## src/rtl/jt12_pkg.sv

```systemverilog
`default_nettype none
// ============================================================================
// Module      : jt12_pkg
// Description : Shared constants for the FM core timer path: the address of
//               the timer control register, the bit layout of that register,
//               and the default Timer A / Timer B / prescaler widths.
//               decode_timer_ctl() unpacks a 0x27 data byte for the register
//               stage.
// Revision    : 1.0 - initial release
// ============================================================================
package jt12_pkg;

    // Timer control / CSM mode register address
    localparam logic [7:0] REG_TIMER = 8'h27;

    // Bit positions inside register 0x27
    localparam int LOAD_A = 0;
    localparam int LOAD_B = 1;
    localparam int EN_A   = 2;
    localparam int EN_B   = 3;
    localparam int CLR_A  = 4;
    localparam int CLR_B  = 5;

    // Default counter widths
    localparam int TIMER_AW      = 10;
    localparam int TIMER_BW      = 8;
    localparam int TIMER_PRESC_W = 4;

    typedef struct packed {
        logic clr_b;
        logic clr_a;
        logic en_b;
        logic en_a;
        logic load_b;
        logic load_a;
    } timer_ctl_t;

    function automatic timer_ctl_t decode_timer_ctl(input logic [7:0] data);
        timer_ctl_t ctl;
        ctl.load_a = data[LOAD_A];
        ctl.load_b = data[LOAD_B];
        ctl.en_a   = data[EN_A];
        ctl.en_b   = data[EN_B];
        ctl.clr_a  = data[CLR_A];
        ctl.clr_b  = data[CLR_B];
        return ctl;
    endfunction

endpackage
`default_nettype wire

```

## src/rtl/jt12_timer_cnt.sv

```systemverilog
`default_nettype none
// ============================================================================
// Module      : jt12_timer_cnt
// Description : Up-counter with preset reload, used for both Timer A and
//               Timer B. Counts towards all-ones; the tick after all-ones is
//               an overflow, which reloads the preset.
// Ports       : clk, rst  - clock, synchronous active-high reset
//               tick      - count enable (already qualified by the caller)
//               start     - run bit just went 0->1: load preset, no count
//               run       - timer running
//               preset    - reload value
//               cnt       - current count
//               ovf       - combinational: this cycle's tick overflows
// Revision    : 1.0 - initial release
// ============================================================================
module jt12_timer_cnt #(
    parameter int W = 10
) (
    input  logic         clk,
    input  logic         rst,
    input  logic         tick,
    input  logic         start,
    input  logic         run,
    input  logic [W-1:0] preset,
    output logic [W-1:0] cnt,
    output logic         ovf
);

    localparam logic [W-1:0] C_ONE = W'(1);

    logic [W-1:0] r_cnt;
    logic         w_at_max;
    logic         w_advance;

    assign w_at_max  = &r_cnt;
    // A start always wins over a coincident tick: the preset is loaded and
    // the tick is swallowed.
    assign w_advance = tick & run & ~start;

    always_ff @(posedge clk) begin
        if (rst) begin
            r_cnt <= '0;
        end else if (start) begin
            r_cnt <= preset;
        end else if (w_advance) begin
            // preset is sampled here, so a preset change while running only
            // takes effect at the next overflow
            r_cnt <= w_at_max ? preset : (r_cnt + C_ONE);
        end
    end

    assign cnt = r_cnt;
    assign ovf = w_advance & w_at_max;

endmodule
`default_nettype wire

```

## src/rtl/jt12_timer_unit.sv

```systemverilog
`default_nettype none
// ============================================================================
// Module      : jt12_timer_unit
// Description : Timer A / Timer B block of the FM core. Holds the run bits,
//               the Timer B prescaler, the status flags and the IRQ line.
//               The Timer A overflow pulse goes back to the register stage
//               for CSM key-on. All counting advances on clk_en only.
// Ports       : clk, rst               - clock, synchronous active-high reset
//               clk_en                 - sample-rate tick
//               timer_wr               - register 0x27 written this cycle
//               value_A / value_B      - timer presets
//               load_A / load_B        - run bits (valid with timer_wr)
//               enable_irq_A/B         - level, allow flag set
//               clr_flag_A/B           - flag clear (valid with timer_wr)
//               fast_timers            - bypass Timer B prescaler
//               flag_A / flag_B        - status flags
//               overflow_A             - one-cycle Timer A overflow pulse
//               irq_n                  - active-low interrupt
// Revision    : 1.0 - initial release
// ============================================================================
module jt12_timer_unit
    import jt12_pkg::*;
#(
    parameter int AW      = TIMER_AW,
    parameter int BW      = TIMER_BW,
    parameter int PRESC_W = TIMER_PRESC_W
) (
    input  logic          clk,
    input  logic          rst,
    input  logic          clk_en,
    input  logic          timer_wr,
    input  logic [AW-1:0] value_A,
    input  logic [BW-1:0] value_B,
    input  logic          load_A,
    input  logic          load_B,
    input  logic          enable_irq_A,
    input  logic          enable_irq_B,
    input  logic          clr_flag_A,
    input  logic          clr_flag_B,
    input  logic          fast_timers,
    output logic          flag_A,
    output logic          flag_B,
    output logic          overflow_A,
    output logic          irq_n
);

    localparam logic [PRESC_W-1:0] C_PRESC_ONE = PRESC_W'(1);

    logic               r_run_a;
    logic               r_run_b;
    logic [PRESC_W-1:0] r_presc;
    logic               r_flag_a;
    logic               r_flag_b;
    logic               r_overflow_a;
    logic               r_irq_n;

    logic               w_start_a;
    logic               w_start_b;
    logic               w_tick_b;
    logic               w_ovf_a;
    logic               w_ovf_b;
    logic [AW-1:0]      w_cnt_a;
    logic [BW-1:0]      w_cnt_b;
    logic               w_cnt_unused;

    // Reload only on a 0->1 run transition; rewriting 1 keeps counting.
    assign w_start_a = timer_wr & load_A & ~r_run_a;
    assign w_start_b = timer_wr & load_B & ~r_run_b;

    // Timer B advances once per prescaler wrap, or every tick in test mode.
    assign w_tick_b  = clk_en & ((&r_presc) | fast_timers);

    jt12_timer_cnt #(
        .W      (AW)
    ) u_timer_a (
        .clk    (clk),
        .rst    (rst),
        .tick   (clk_en),
        .start  (w_start_a),
        .run    (r_run_a),
        .preset (value_A),
        .cnt    (w_cnt_a),
        .ovf    (w_ovf_a)
    );

    jt12_timer_cnt #(
        .W      (BW)
    ) u_timer_b (
        .clk    (clk),
        .rst    (rst),
        .tick   (w_tick_b),
        .start  (w_start_b),
        .run    (r_run_b),
        .preset (value_B),
        .cnt    (w_cnt_b),
        .ovf    (w_ovf_b)
    );

    // Count values are kept as observation points only.
    assign w_cnt_unused = ^{w_cnt_a, w_cnt_b};

    always_ff @(posedge clk) begin
        if (rst) begin
            r_run_a      <= 1'b0;
            r_run_b      <= 1'b0;
            r_presc      <= '0;
            r_flag_a     <= 1'b0;
            r_flag_b     <= 1'b0;
            r_overflow_a <= 1'b0;
            r_irq_n      <= 1'b1;
        end else begin
            if (timer_wr) begin
                r_run_a <= load_A;
                r_run_b <= load_B;
            end

            // Free-running, independent of run_B
            if (clk_en) begin
                r_presc <= r_presc + C_PRESC_ONE;
            end

            // Not gated by enable_irq_A: CSM key-on needs every overflow.
            r_overflow_a <= w_ovf_a;

            // Set has priority over a coincident clear.
            if (w_ovf_a && enable_irq_A) begin
                r_flag_a <= 1'b1;
            end else if (timer_wr && clr_flag_A) begin
                r_flag_a <= 1'b0;
            end

            if (w_ovf_b && enable_irq_B) begin
                r_flag_b <= 1'b1;
            end else if (timer_wr && clr_flag_B) begin
                r_flag_b <= 1'b0;
            end

            // Follows the registered flags, hence one cycle behind them.
            r_irq_n <= ~(r_flag_a | r_flag_b);
        end
    end

    assign flag_A     = r_flag_a;
    assign flag_B     = r_flag_b;
    assign overflow_A = r_overflow_a;
    assign irq_n      = r_irq_n;

endmodule
`default_nettype wire

```

## config.mk

```make
export PLATFORM = sky130hd
export DESIGN_NAME = jt12_timer_unit
export DESIGN_NICKNAME = d
export VERILOG_FILES = /design/src/rtl/jt12_pkg.sv /design/src/rtl/jt12_timer_cnt.sv /design/src/rtl/jt12_timer_unit.sv
export SDC_FILE = /design/constraint.sdc
export NUM_CORES = 1
export LEC_CHECK = 0
export ABC_AREA = 1
export BUFFER_PORTS_ARGS = -buffer_cell sky130_fd_sc_hd__buf_2
export CAP_MARGIN = 25
export CORE_MARGIN = 2
export CORE_UTILIZATION = 40
export CTS_CLUSTER_DIAMETER = 30
export DETAILED_ROUTE_END_ITERATION = 6
export SYNTH_ARGS = -nofsm -noshare
export SYNTH_HDL_FRONTEND = slang
export SYNTH_HIERARCHICAL = 1
export SYNTH_SLANG_ARGS = --single-unit
```

## constraint.sdc

```tcl
create_clock -name clk -period 3.7 [get_ports clk]
set_input_delay 0.37 -clock clk [delete_from_list [all_inputs] [get_ports clk]]
set_output_delay 0.37 -clock clk [all_outputs]
set_load 0.02 [all_outputs]
```

==> run metrics <==
commonest cells in the netlist=73 x nand2_1, 43 x inv_1, 34 x nand3_1; pin count of the biggest net entering global routing=19; Worst EP required=3.88 ns; total track usage=roughly 15%; setup repair after global routing missed its margin=false; syn nets=307; crit path max fanout=13; flop2flop setup slack=2.03 ns; Final ANT Viol Nets=0; Final Cell Area=2020 um2; Netlist Area Pre-Place=1770 um2; CP startpoint=r_presc[0]; FF-to-FF Start=r_presc[0]; R2R cell count=8; chip width=70.5 um; RePlAce Congestion=0.811; Residual DRC=0; CTS root buf=clkbuf_8; total grt overflow=0; detailed placer's ending HPWL=2740 um; count leader, synth=nand2_1; busiest grt layer=met2; post-synth top area cell=dfxtp_1; leakage=roughly 1.0 nW; TritonCTS clock tree=yes; skew final=roughly 0.0072 ns; row count=24; relative max-transition margin=67.2%; final WL=around 3600 um; number of flops mapped to enable cells by yosys=0; vias in the first global route=~1500; Clock Path Buffers=2; CP Capture Type=flop; clk sinks=28; dpl cells=356; die height=approximately 70 um; routed length per instance=between 9 and 10 um; worst slew pin tran=0.492 ns; Async SR Flop Fraction=0%; Worst VDD drop=129 uV; hold path start=enable_irq_B; layout cells sized above 1=18.8%; fin util=47.1%; outcome=complete, no violations; Syn Area/Cell=around 6.4 um2; cell area power density=341 nW/um2; # diodes=0; R2R Path End=u_timer_b/cnt[2]; top post-synthesis cells by area=dfxtp_1 32%, nand2_1 16%, nand3_1 9.6%, inv_1 9.1%, o21ai_0 5.7%; effective utilization at floorplan=41.1%; clock latency at the later pin of the worst-skew pair=0.28 ns; initial antenna violation count=0; Via density=~4.6; Cells after Synth=275; post-synthesis register bit count=28; Hold Path Stages=3; grt met1 use=between 10% and 20%; Syn-to-layout area delta=14.6%; final setup TNS=0 ns; via count=1667; met2 Use GR=24.6%; worst hold path type=input pin to flop; highest clock rate=0.599 GHz; Total Nets Final=341; number of distinct library cells after synthesis=30; Yosys Warn Count=6; Hold EP=flag_B; top-area cell type share of the netlist area=31.7%; Post-CTS Setup Inserts=0; crit share post-route=45.1%; CP Launch Type=flop; # resized after CTS=0; clock-pin slew on the worst setup and hold paths=0.10 ns; Setup CP Type=flop to flop; Post-DP Area=1950 um2; Top Ports=33; max-cap check violation count=0; core area=approximately 4300 um2; CTS Buf Count=3; slowest stage delay, CP=0.35 ns; Main synth FF type=dfxtp_1; first-pass GRT wire length=6140 um; slowest cell on the critical path=or2_2; full die area=4960 um2; final hold violations=0; Hold Buf Count CTS=0; CP top delay family=simple AND/OR/NAND/NOR gates; initial drt markers=73; register area share after synthesis=31.7%; Buf/Inv on CP=1; CTS H-tree depth=1; Layout Cells excl Fill=360; final setup vio count=0; DRT Pass-1 Iters=4; fin crit period=1.67 ns; crit path cell chain=ha_1, nand3_1, a21oi_1, nand2_1, nand2_1, or2_2, nand3_1, inv_1; port buffer count=32; arrival time worst endpoint=approximately 1.9 ns; GR Util met3=2.45%; count of pins over their slew limit=0
## per-stage QoR
step,setup slack [ns],hold slack (ns),total power [W]
finish,2.03,0.340,0.000691
CTS,2.01,0.322,0.000705
detailed placement,1.99,0.465,0.000454
global placement,2.01,0.453,0.000453
floorplan,2.26,0.439,0.000423
global route,1.86,0.339,0.000729
## worst reg2reg max path, delay by kind of cell, from the launching register on
kind | cells | cell delay [ns]
simple gates | 5 | 0.91
buf+inv | 1 | 0.04
compound gates | 1 | 0.07
flops | 1 | 0.34
fa+ha+maj | 1 | 0.23
## flip-flops by register name, indices dropped and copies added, names as in the netlist
register / count
u_timer_a/cnt: 10
flag_A: 1
irq_n: 1
flag_B: 1
r_presc: 4
u_timer_b/cnt: 8
r_run_a: 1
r_run_b: 1
overflow_A: 1
## cell type report
class,count,area (um2)
Tap cell,52,65.1
Clock buffer,3,41.3
Timing Repair Buffer,32,160
Sequential cell,28,561
Multi-Input combinational cell,197,988
Inverter,47,179
Clock inverter,1,30.0
Fill cell,474,2270
## report_power, final
part	switching, W	internal (W)	leakage [nW]
clock	0.000100	0.000145	0.0357
combinational	0.0000631	0.0000452	0.776
sequential	0.0000187	0.000319	0.230
total	0.000182	0.000509	1.04
## worst max-delay path by stage
stage                  endpoint  slack, ns  cells after the start
2_1_floorplan  u_timer_b/cnt[7]       2.26                      8
3_3_place_gp   u_timer_b/cnt[7]       2.01                      7
3_5_place_dp   u_timer_b/cnt[7]       1.99                      7
4_1_cts        u_timer_b/cnt[2]       2.01                      8
5_1_grt        u_timer_b/cnt[7]       1.86                      7
6_report       u_timer_b/cnt[2]       2.03                      8
## kinds of logic (layout without fill, tap and decap cells)
logic type / after synthesis / after routing / synth area share, %
compound gates: 36 / 36 / 11.0
xor+xnor: 4 / 4 / 1.98
fa+ha+maj: 3 / 3 / 2.12
buf+inv: 50 / 83 / 12.3
flops: 28 / 28 / 31.7
simple gates: 154 / 154 / 40.9
## cells in the final DEF (no fill, tap or decap), types with 2 or more instances in the layout
cell type and instances:
clkbuf_8 3, nor3_1 2, nor2_4 2, a21oi_1 10, dfxtp_1 28, nand3_1 34, inv_1 43, buf_2 32
xor2_1 4, inv_2 3, o21ai_0 20, nand2_2 8, nor2_1 24, nand2_4 2, nand2_1 73, ha_1 3
nand4_1 2, nor2_2 3
## layer usage
metal  wire length (um)  up-vias
met5                  0        -
met4                 25        0
met3                138        2
met2               1580       23
met1               1830      713
li1                   -      929
Power figures use the tool's default switching activity.
